[src/rtl/alu_pkg.sv]
// Shared definitions for the ALU issue arbiter: opcode values, FSM state
// encoding, result bundle and the default tag width.
package alu_pkg;

    localparam int TAG_W_DEF = 4;
    localparam int DATA_W    = 32;
    localparam int OP_W      = 5;
    localparam int CNT_W     = 16;

    localparam logic [OP_W-1:0] OP_ADD = 5'b00000;
    localparam logic [OP_W-1:0] OP_SUB = 5'b00001;
    localparam logic [OP_W-1:0] OP_AND = 5'b00010;
    localparam logic [OP_W-1:0] OP_OR  = 5'b00011;

    typedef enum logic {
        ST_EMPTY = 1'b0,
        ST_FULL  = 1'b1
    } state_e;

    typedef struct packed {
        logic [DATA_W-1:0] data;
        logic              ne;
        logic              lt;
        logic              ovf;
        logic              err;
    } alu_res_t;

endpackage

[src/rtl/alu_core.sv]
// Combinational ALU: wrapping add/sub with signed-overflow and compare flags,
// bitwise and/or; unknown opcodes return zero data with the error bit set.
module alu_core
    import alu_pkg::*;
(
    input  logic [DATA_W-1:0] op_a,
    input  logic [DATA_W-1:0] op_b,
    input  logic [OP_W-1:0]   op,
    output alu_res_t          res
);

    logic [DATA_W-1:0] sum;
    logic [DATA_W-1:0] diff;
    logic              add_ovf;
    logic              sub_ovf;

    assign sum  = op_a + op_b;
    assign diff = op_a - op_b;

    // Overflow when the operands' signs make the result sign impossible.
    assign add_ovf = (op_a[DATA_W-1] == op_b[DATA_W-1]) && (sum[DATA_W-1]  != op_a[DATA_W-1]);
    assign sub_ovf = (op_a[DATA_W-1] != op_b[DATA_W-1]) && (diff[DATA_W-1] != op_a[DATA_W-1]);

    always_comb begin
        // NOTE: every output gets a default before the case so no path leaves it unassigned (no latch).
        res = '0;
        case (op)
            OP_ADD: begin
                res.data = sum;
                res.ovf  = add_ovf;
            end
            OP_SUB: begin
                res.data = diff;
                res.ovf  = sub_ovf;
                res.ne   = |(op_a ^ op_b);
                res.lt   = diff[DATA_W-1] ^ sub_ovf;
            end
            OP_AND:  res.data = op_a & op_b;
            OP_OR:   res.data = op_a | op_b;
            default: res.err  = 1'b1;
        endcase
    end

endmodule

[src/rtl/alu_issue_arbiter.sv]
// Two-requester round-robin issue arbiter in front of a single ALU, with a
// one-entry registered result slot and per-requester acceptance counters.
module alu_issue_arbiter
    import alu_pkg::*;
#(
    parameter int TAG_W = TAG_W_DEF
) (
    input  logic                clock,
    input  logic                reset,

    input  logic                req0_valid,
    output logic                req0_ready,
    input  logic [DATA_W-1:0]   req0_opA,
    input  logic [DATA_W-1:0]   req0_opB,
    input  logic [OP_W-1:0]     req0_op,
    input  logic [TAG_W-1:0]    req0_tag,

    input  logic                req1_valid,
    output logic                req1_ready,
    input  logic [DATA_W-1:0]   req1_opA,
    input  logic [DATA_W-1:0]   req1_opB,
    input  logic [OP_W-1:0]     req1_op,
    input  logic [TAG_W-1:0]    req1_tag,

    output logic                res_valid,
    input  logic                res_ready,
    output logic [DATA_W-1:0]   res_data,
    output logic                res_ne,
    output logic                res_lt,
    output logic                res_ovf,
    output logic                res_src,
    output logic [TAG_W-1:0]    res_tag,
    output logic                res_err,

    output logic [CNT_W-1:0]    cnt0,
    output logic [CNT_W-1:0]    cnt1
);

    state_e             state_q, state_d;
    logic               last_q, last_d;
    alu_res_t           res_q, res_d;
    logic               src_q, src_d;
    logic [TAG_W-1:0]   tag_q, tag_d;
    logic [CNT_W-1:0]   cnt0_q, cnt0_d;
    logic [CNT_W-1:0]   cnt1_q, cnt1_d;

    logic               slot_free;
    logic               grant_sel;
    logic               accept;
    logic [DATA_W-1:0]  sel_a;
    logic [DATA_W-1:0]  sel_b;
    logic [OP_W-1:0]    sel_op;
    logic [TAG_W-1:0]   sel_tag;
    alu_res_t           alu_res;

    // Arbitration: a tie goes to the requester that did not win last time.
    always_comb begin
        slot_free  = reset && ((state_q == ST_EMPTY) || res_ready);
        grant_sel  = (req0_valid && req1_valid) ? ~last_q : req1_valid;
        accept     = slot_free && (req0_valid || req1_valid);
        req0_ready = accept && !grant_sel;
        req1_ready = accept &&  grant_sel;

        sel_a   = grant_sel ? req1_opA : req0_opA;
        sel_b   = grant_sel ? req1_opB : req0_opB;
        sel_op  = grant_sel ? req1_op  : req0_op;
        sel_tag = grant_sel ? req1_tag : req0_tag;
    end

    alu_core u_alu_core (
        .op_a (sel_a),
        .op_b (sel_b),
        .op   (sel_op),
        .res  (alu_res)
    );

    always_comb begin
        state_d = state_q;
        case (state_q)
            ST_EMPTY: if (accept) state_d = ST_FULL;
            ST_FULL:  if (res_ready && !accept) state_d = ST_EMPTY;
        endcase
    end

    always_comb begin
        last_d = last_q;
        res_d  = res_q;
        src_d  = src_q;
        tag_d  = tag_q;
        cnt0_d = cnt0_q;
        cnt1_d = cnt1_q;
        if (accept) begin
            last_d = grant_sel;
            res_d  = alu_res;
            src_d  = grant_sel;
            tag_d  = sel_tag;
            if (grant_sel) cnt1_d = cnt1_q + 16'd1;
            else           cnt0_d = cnt0_q + 16'd1;
        end
    end

    // last_q resets to 1 so requester 0 wins the first tie.
    always_ff @(posedge clock or negedge reset) begin
        if (!reset) begin
            state_q <= ST_EMPTY;
            last_q  <= 1'b1;
            res_q   <= '0;
            src_q   <= 1'b0;
            tag_q   <= '0;
            cnt0_q  <= '0;
            cnt1_q  <= '0;
        end else begin
            // NOTE: non-blocking assignments so every flop samples pre-edge values.
            state_q <= state_d;
            last_q  <= last_d;
            res_q   <= res_d;
            src_q   <= src_d;
            tag_q   <= tag_d;
            cnt0_q  <= cnt0_d;
            cnt1_q  <= cnt1_d;
        end
    end

    assign res_valid = (state_q == ST_FULL);
    assign res_data  = res_q.data;
    assign res_ne    = res_q.ne;
    assign res_lt    = res_q.lt;
    assign res_ovf   = res_q.ovf;
    assign res_err   = res_q.err;
    assign res_src   = src_q;
    assign res_tag   = tag_q;
    assign cnt0      = cnt0_q;
    assign cnt1      = cnt1_q;

endmodule

[config.mk]
export PLATFORM = sky130hd
export DESIGN_NAME = alu_issue_arbiter
export DESIGN_NICKNAME = d
export VERILOG_FILES = /design/src/rtl/alu_pkg.sv /design/src/rtl/alu_core.sv /design/src/rtl/alu_issue_arbiter.sv
export SDC_FILE = /design/constraint.sdc
export NUM_CORES = 1
export LEC_CHECK = 0
export ABC_AREA = 1
export CORE_MARGIN = 4
export CORE_UTILIZATION = 48
export DETAILED_ROUTE_END_ITERATION = 8
export PLACE_DENSITY_LB_ADDON = 0.1
export RECOVER_POWER = 100
export SETUP_SLACK_MARGIN = 0.15
export SYNTH_ARGS = -nofsm -noshare
export SYNTH_HDL_FRONTEND = slang
export SYNTH_SLANG_ARGS = --single-unit
export TNS_END_PERCENT = 100
[constraint.sdc]
create_clock -name clock -period 4.3 [get_ports clock]
set_input_delay 1.29 -clock clock [delete_from_list [all_inputs] [get_ports clock]]
set_output_delay 1.29 -clock clock [all_outputs]
set_load 0.02 [all_outputs]
==> results of run 1 <==
## kinds of logic (layout without fill, tap and decap cells)
logic type	Yosys count	count (layout)
adder cells (fa/ha/maj)	114	114
flip-flops	75	75
buffers and inverters	436	917
AND/OR/NAND/NOR	903	904
AO/OA/AOI/OAI	217	217
XOR/XNOR	39	39
## power breakdown
group | internal [W] | total, W | leakage (nW) | switching (W)
registers | 0.000785 | 0.000861 | 1.00 | 0.0000759
logic | 0.00138 | 0.00319 | 7.96 | 0.00181
clock network | 0.000458 | 0.000851 | 0.144 | 0.000392
## cells in the mapped netlist, types with 3 or more instances
library cell	count
sky130_fd_sc_hd__xnor2_1	13
sky130_fd_sc_hd__o21ai_1	9
sky130_fd_sc_hd__nor2_1	107
sky130_fd_sc_hd__xor2_1	26
sky130_fd_sc_hd__buf_4	4
sky130_fd_sc_hd__inv_1	375
sky130_fd_sc_hd__o21ai_0	107
sky130_fd_sc_hd__nor2_4	3
sky130_fd_sc_hd__inv_2	4
sky130_fd_sc_hd__or2_2	8
sky130_fd_sc_hd__dfrtp_1	74
sky130_fd_sc_hd__buf_2	21
sky130_fd_sc_hd__nand4_1	19
sky130_fd_sc_hd__nor3_1	14
sky130_fd_sc_hd__o22ai_1	30
sky130_fd_sc_hd__o21bai_1	8
sky130_fd_sc_hd__a21oi_1	56
sky130_fd_sc_hd__nor2_2	4
sky130_fd_sc_hd__clkbuf_1	30
sky130_fd_sc_hd__fa_1	3
sky130_fd_sc_hd__nand2_1	598
sky130_fd_sc_hd__nand3b_1	5
sky130_fd_sc_hd__ha_1	111
sky130_fd_sc_hd__nand3_1	136
## stage by stage
stage	TNS, ns	worst slack, ns	hold slack [ns]	util (%)
2_1_floorplan	0	0.0102	0.491	-
3_3_place_gp	-6.62	-0.623	0.460	69.9
3_5_place_dp	-9.26	-0.762	0.464	69.9
4_1_cts	0	0.180	0.482	72.4
5_1_grt	-0.0189	-0.0189	0.500	77.0
6_report	0	0.0827	0.477	77.0
## state kept, by name, summed over array words and instances, names as in the netlist
register / cells
last_q: 1
cnt0: 16
res_ovf: 1
res_src: 1
cnt1: 16
res_data: 32
res_ne: 1
res_err: 1
res_tag: 4
res_lt: 1
res_valid: 1
## worst max-delay path, cell delays in order
cell                        delay, ns
sky130_fd_sc_hd__buf_8           0.10
sky130_fd_sc_hd__nand2_8         0.09
sky130_fd_sc_hd__nand2_8         0.10
sky130_fd_sc_hd__buf_12          0.16
sky130_fd_sc_hd__clkbuf_16       0.18
sky130_fd_sc_hd__nand2_4         0.09
sky130_fd_sc_hd__o21ai_4         0.09
sky130_fd_sc_hd__ha_4            0.31
sky130_fd_sc_hd__inv_2           0.05
sky130_fd_sc_hd__nand2_1         0.09
sky130_fd_sc_hd__nand2_2         0.08
sky130_fd_sc_hd__inv_2           0.07
sky130_fd_sc_hd__nand3_4         0.09
sky130_fd_sc_hd__nand2_4         0.08
sky130_fd_sc_hd__nand3_4         0.09
sky130_fd_sc_hd__nand2_4         0.09
sky130_fd_sc_hd__nand2_4         0.07
sky130_fd_sc_hd__a221oi_4        0.27
sky130_fd_sc_hd__fa_1            0.49
sky130_fd_sc_hd__or2_4           0.26
sky130_fd_sc_hd__a41oi_2         0.16
sky130_fd_sc_hd__a21oi_1         0.11
## metal layers
metal  GRT usage, %  vias up  routed length, um
met3           4.45      171               4890
met2           60.3      856              22500
met4           11.6        0               2070
met1           45.4     6429              18800
met5              0        -                  0
li1               -     6420                  -
## what timing repair did
item | 4_1_cts | 5_1_grt
endpoints found under the setup margin | 24 | 7
resized for setup | 42 | 186
pin swaps | 7 | 56
setup buffers | 5 | 17
gates cloned | 3 | 10
## cell type report
| class | instances | share of cell area (%) |
|---|---|---|
| clock buffers | 10 | 1.41 |
| clock inverters | 6 | 0.448 |
| inverters | 379 | 8.79 |
| multi-input cells | 1274 | 46.6 |
| flip-flops and latches | 75 | 11.6 |
| well taps | 275 | 2.13 |
| repair buffers | 522 | 29.0 |
## worst paths after layout
kind	startpoint	endpoint	slack [ns]
worst max register to register	last_q	res_ovf	0.58
max in group asynchronous	reset	res_data[26]	0.75
worst min register to register	res_data[18]	res_data[18]	0.48
min in group asynchronous	reset	res_data[10]	1.46
worst max-delay path	req0_valid	res_ovf	0.08
worst min-delay path	res_data[18]	res_data[18]	0.48
==> run summary, run 1 <==
Worst IR Drop VDD = 0.000223 V
Post-synthesis share of cell area spent on full adders, half adders and majority gates = 14.1%
Post-Layout Cell Count = 2541
Achievable Freq = 237 MHz
Sort of element at the start of the critical path = input port
Die extent in x = 154 um
Weighted congestion at the end of routability-driven global placement = 1.02
Area delta synth->final = 57.9%
Dominant cell type by area after synthesis = sky130_fd_sc_hd__nand2_1
Count of input and output buffers = 226
Proportion of register bits with asynchronous set or reset after synthesis = 100%
Synth Cell Area = 10300 um^2
Combinational family with the most area after synthesis = simple AND/OR/NAND/NOR gates
Total Routing Usage GR = 35.0%
Synthesized-area fraction occupied by and/or/nand/nor cells = 36.4%
Antenna Cells = 0
Post-synthesis share of cell area spent on xor and xnor gates = 3.33%
Share of the synthesized area in compound gates (AO/OA/AOI/OAI) = 11.4%
Die outline area = 23800 um^2
Number of vias in the routed layout = 13876
Total power = 0.00490 W
Final setup viols = 0
Global-route wire length before repair = 66.6 mm
WP data required = 4.53 ns
Count of hold-fix buffers inserted at cts = 0
Number of hold violations in the final report = 0
Warning count from the yosys run = 0
Starting utilization of the core area = 48.8%
Clock tree root driver cell = sky130_fd_sc_hd__clkbuf_16
Fraction of the yosys area taken by sequential cells = 18.3%
Data arrival time at the worst-slack endpoint = 4.45 ns
Maximum number of buffers from clock root to sink = 2
Most frequently used flop master after synthesis = sky130_fd_sc_hd__dfrtp_1
Endpoint type of the worst setup path = register
Top cell type's share of synthesized area = 21.9%
Antenna viol nets, final = 0
Number of clock buffers inserted by TritonCTS = 9
Path type of the worst setup path = input port to register
Pins Over Slew Limit = 0
Hold Path Class = register to register
Drt initial violations = 1343
Flip-flop and latch count after synthesis = 75
Core Rows = 53
Vertical extent of the die = 154 um
Average vias per placed instance = 5.46
Number of flops mapped to enable cells by yosys = 0
Clock skew after layout = 0.0217 ns
Final standard cell area without fillers = 16200 um^2
CTS tree = yes
Via count of the first global-routing pass = 12854
Leftover overflow at the end of global routing = 0
Synthesized netlist net count = 2049
Filler instances = 1514
Maxcap violations = 0
Ratio of final minimum period to clock period = 98.1%
Fraction of layout instances using a drive strength above 1 = 21.3%
Outcome = completed
Sink count of the clock tree = 75
Worst slew margin = 4.13%
Top cells by area, synth = sky130_fd_sc_hd__nand2_1 22%, sky130_fd_sc_hd__dfrtp_1 18%, sky130_fd_sc_hd__inv_1 14%, sky130_fd_sc_hd__ha_1 14%, sky130_fd_sc_hd__nand3_1 6.6%
Mean cell area of the mapped netlist = 5.75 um^2
Gate count after technology mapping = 1784
P per Cell Area = 303 nW/um^2
Hold path cells = 2
Footprint of the multi-input gates = 7540 um^2
Critical path peak fanout = 6
Most frequent cells in the layout = 566 x sky130_fd_sc_hd__nand2_1, 356 x sky130_fd_sc_hd__inv_1, 270 x sky130_fd_sc_hd__buf_4
Register Area = 1880 um^2
I/O pin count = 227
Final critical path time including I/O delays and setup = 4.22 ns
Initial antenna violation count = 0
Clk pin slew, worst setup/hold paths = 0.07 ns
Pin count of the biggest net entering global routing = 56
Worst slew pin tran = 1.44 ns
Leading cell type in the layout, fill and taps excluded = sky130_fd_sc_hd__nand2_1
Cell variety after synth = 39
Worst r2r path cells = 21
Cell count after placement = 2490
Mux cell area share after synthesis = 0%
Clock insertion delay at the later pin of the skew report = 0.37 ns
Static leakage = 9.10 nW
Number of levels the H-tree was split into = 3
Routed wire per std cell = 19.0 um
Router iterations before antenna repair = 6
Routed WL = 48.3 mm
Post-DP Area = 14700 um^2
DP HPWL = 34.2 mm
Post-detailed-route DRC marker count = 0
RSZ-0062 raised after global routing = yes
Post-layout net count = 2526
Core Region = 21000 um^2
Note: power is estimated with default switching activity, not from simulation.
==> run 2, diff against run 1 <==
--- a/config.mk
+++ b/config.mk
@@ -7,5 +7,4 @@
 export LEC_CHECK = 0
-export ABC_AREA = 1
 export CORE_MARGIN = 4
-export CORE_UTILIZATION = 48
+export CORE_UTILIZATION = 46
 export DETAILED_ROUTE_END_ITERATION = 8
==> constraint.sdc (replaced) <==
create_clock -name clock -period 4.3 [get_ports clock]
set_input_delay 0.645 -clock clock [delete_from_list [all_inputs] [get_ports clock]]
set_output_delay 0.645 -clock clock [all_outputs]
set_load 0.02 [all_outputs]
==> run summary, run 2 <==
Maximum number of buffers from clock root to sink = 2
Clock skew after layout = 0.0172 ns
Routed wire per std cell = 17.8 um
Ratio of final minimum period to clock period = 99.1%
Synthesized-area fraction occupied by and/or/nand/nor cells = 14.1%
Clk pin slew, worst setup/hold paths = 0.08 ns
Crit-path slowest cell = sky130_fd_sc_hd__fa_1
Final critical path time including I/O delays and setup = 4.26 ns
Most frequent cells after synthesis = 111 x sky130_fd_sc_hd__ha_1, 99 x sky130_fd_sc_hd__inv_1, 97 x sky130_fd_sc_hd__a21oi_1, 85 x sky130_fd_sc_hd__nor2_1, 74 x sky130_fd_sc_hd__dfrtp_1
Endpoint type of the worst setup path = register
Cell count after placement = 1658
Average vias per placed instance = 5.55
Number of vias in the routed layout = 9365
Worst IR Drop VDD = 0.000183 V
Leading cell type in the layout, fill and taps excluded = sky130_fd_sc_hd__clkdlybuf4s50_1
Static leakage = 6.18 nW
Core Region = 18100 um^2
Met3 WL = 1.85 mm
Post-Layout Cell Count = 1686
Antenna viol nets, final = 0
Outcome = complete, but fails checks
Most numerous cell in the Yosys netlist = sky130_fd_sc_hd__ha_1
Vertical extent of the die = 144 um
Post-synthesis share of cell area spent on xor and xnor gates = 6.34%
List of cells traversed by the critical path = buf_6 > buf_6 > inv_12 > a21oi_4 > buf_12 > buf_16 > buf_8 > mux2_4 > ha_4 > inv_2 > a2111o_1 > inv_1 > o311a_1 > a21oi_2 > a311oi_2 > o21ai_2 > a221oi_2 > fa_1 > xor2_1 > a32oi_1 > o21ai_1
Cell variety after synth = 71
WP data required = 4.52 ns
Fraction of layout instances using a drive strength above 1 = 24.6%
Flip-flop and latch count after synthesis = 75
Fraction of the yosys area taken by sequential cells = 21.9%
Hold Path Class = input port to async pin
Mean cell area of the mapped netlist = 8.14 um^2
Achievable Freq = 235 MHz
Slowest Stage Delay on Critical Path = 0.48 ns
Maxcap violations = 1
Setup slack after placement = -0.909 ns
P per Cell Area = 301 nW/um^2
Met2 wire len = 14.2 mm
Number of clock buffers inserted by TritonCTS = 9
Router iterations before antenna repair = 5
Final setup viols = 0
Die extent in x = 144 um
Via count of the first global-routing pass = 9201
Share of the synthesized area in compound gates (AO/OA/AOI/OAI) = 24.0%
Post-detailed-route DRC marker count = 0
Core Rows = 49
Area delta synth->final = 55.3%
Filler instances = 1469
Failing checks = capacitance limit, slew limit
Total Routing Usage GR = 27.7%
Number of flops mapped to enable cells by yosys = 0
Combinational family with the most area after synthesis = compound AO/OA/AOI/OAI gates
Worst slew margin = -62.0%
Initial antenna violation count = 0
Routed WL = 30.0 mm
Critical path peak fanout = 7
RSZ-0062 raised after global routing = yes
Count of input and output buffers = 226
Data arrival time at the worst-slack endpoint = 4.48 ns
Weighted congestion at the end of routability-driven global placement = 0.941
I/O pin count = 227
Antenna Cells = 0
Post-synthesis share of cell area spent on full adders, half adders and majority gates = 16.9%
Highest metal layer with signal wires = met4
Starting utilization of the core area = 47.2%
Sort of element at the start of the critical path = input port
Die outline area = 20900 um^2
Sink count of the clock tree = 75
Top cell type's share of synthesized area = 21.6%
Synthesized netlist net count = 1317
Most frequently used flop master after synthesis = sky130_fd_sc_hd__dfrtp_1
Leftover overflow at the end of global routing = 0
Clock tree root driver cell = sky130_fd_sc_hd__clkbuf_16
Synth Cell Area = 8560 um^2
Post-layout net count = 1717
Top cells by area, synth = sky130_fd_sc_hd__dfrtp_1 22%, sky130_fd_sc_hd__ha_1 16%, sky130_fd_sc_hd__mux2_2 8.3%, sky130_fd_sc_hd__a21oi_1 5.7%, sky130_fd_sc_hd__xnor2_1 4.8%
Max FFs per register = 32
Drt initial violations = 626
CTS tree = yes
Gate count after technology mapping = 1052
Setup WS post-layout = 0.0379 ns
Mux cell area share after synthesis = 9.46%
Warning count from the yosys run = 0
Global-route wire length before repair = 46.6 mm
Worst slew pin tran = 2.43 ns
Proportion of register bits with asynchronous set or reset after synthesis = 100%
Number of levels the H-tree was split into = 3
DP HPWL = 23.5 mm
Met1 wire length = 13.4 mm
Number of hold violations in the final report = 0
Cell mode on critical path = sky130_fd_sc_hd__buf_6
Path type of the worst setup path = input port to register
Pin count of the biggest net entering global routing = 38
Clock insertion delay at the later pin of the skew report = 0.35 ns
Most frequent cells in the layout = 223 x sky130_fd_sc_hd__clkdlybuf4s50_1, 210 x sky130_fd_sc_hd__buf_4, 97 x sky130_fd_sc_hd__ha_1
Pins Over Slew Limit = 38
Dominant cell type by area after synthesis = sky130_fd_sc_hd__dfrtp_1
-- run 2: logic make-up (layout without fill, tap and decap cells) --
family | Yosys count | count (layout)
multiplexers | 73 | 73
XOR/XNOR | 62 | 62
flip-flops | 75 | 75
AND/OR/NAND/NOR | 258 | 258
AO/OA/AOI/OAI | 313 | 313
buffers and inverters | 157 | 562
adder cells (fa/ha/maj) | 114 | 114
-- run 2: path summary, 6_finish.rpt --
path	start	end	slack, ns	cells after the start
min in group clock	cnt0[15]	cnt0[15]	0.47	1
hold / removal	reset	res_data[2]	0.36	1
hold reg to reg	cnt0[15]	cnt0[15]	0.47	1
setup reg to reg	last_q	res_ovf	0.06	18
setup / recovery	req1_valid	res_ovf	0.04	21
max in group asynchronous	reset	res_data[23]	1.18	2
-- run 2: timing repair --
| action | in CTS | in global routing |
|---|---|---|
| setup buffers | 6 | 5 |
| setup endpoints to repair | 21 | 13 |
| hold buffers | 0 | 0 |
| pin swaps | 11 | 14 |
| resized for setup | 25 | 28 |
| cloned | 1 | 0 |
-- run 2: per-layer routing --
metal	GRT usage [%]	up-vias
met4	7.31	0
met1	38.3	4437
met5	0	-
met2	46.4	360
met3	2.98	42
li1	-	4526
-- run 2: final cells by class --
cell class | instances | area, um^2 | area share [%]
flip-flops and latches | 75 | 1880 | 14.1
clock inverters | 7 | 58.8 | 0.442
well taps | 229 | 287 | 2.16
inverters | 99 | 387 | 2.91
repair buffers | 447 | 4030 | 30.3
multi-input cells | 820 | 6430 | 48.4
clock buffers | 9 | 225 | 1.69
-- run 2: where the power goes --
part           switching, W  internal [W]
Sequential        0.0000843      0.000782
Clock              0.000383      0.000403
Combinational       0.00117       0.00117
Total               0.00164       0.00236
-- run 2: through the flow --
stage / cell area (um^2) / hold slack, ns / util [%] / total power (W) / TNS [ns]
2_1_floorplan: 8940 / 0.349 / - / 0.00214 / 0
3_3_place_gp: 12700 / 0.464 / 70.0 / 0.00307 / -11.85
3_5_place_dp: 12700 / 0.466 / 70.0 / 0.00311 / -12.35
4_1_cts: 13200 / 0.127 / 72.5 / 0.00395 / 0
5_1_grt: 13300 / 0.386 / 73.2 / 0.00424 / -0.130
6_report: 13300 / 0.360 / 73.2 / 0.00400 / 0
-- run 2: critical path: cells and delay by family --
family                     cells  cell delay, ns
AOI/OAI and AO/OA              9            1.79
xor gates and xnor gates       1            0.16
adders and majority gates      2            0.76
buffers and inverters          8            0.76
muxes                          1            0.34
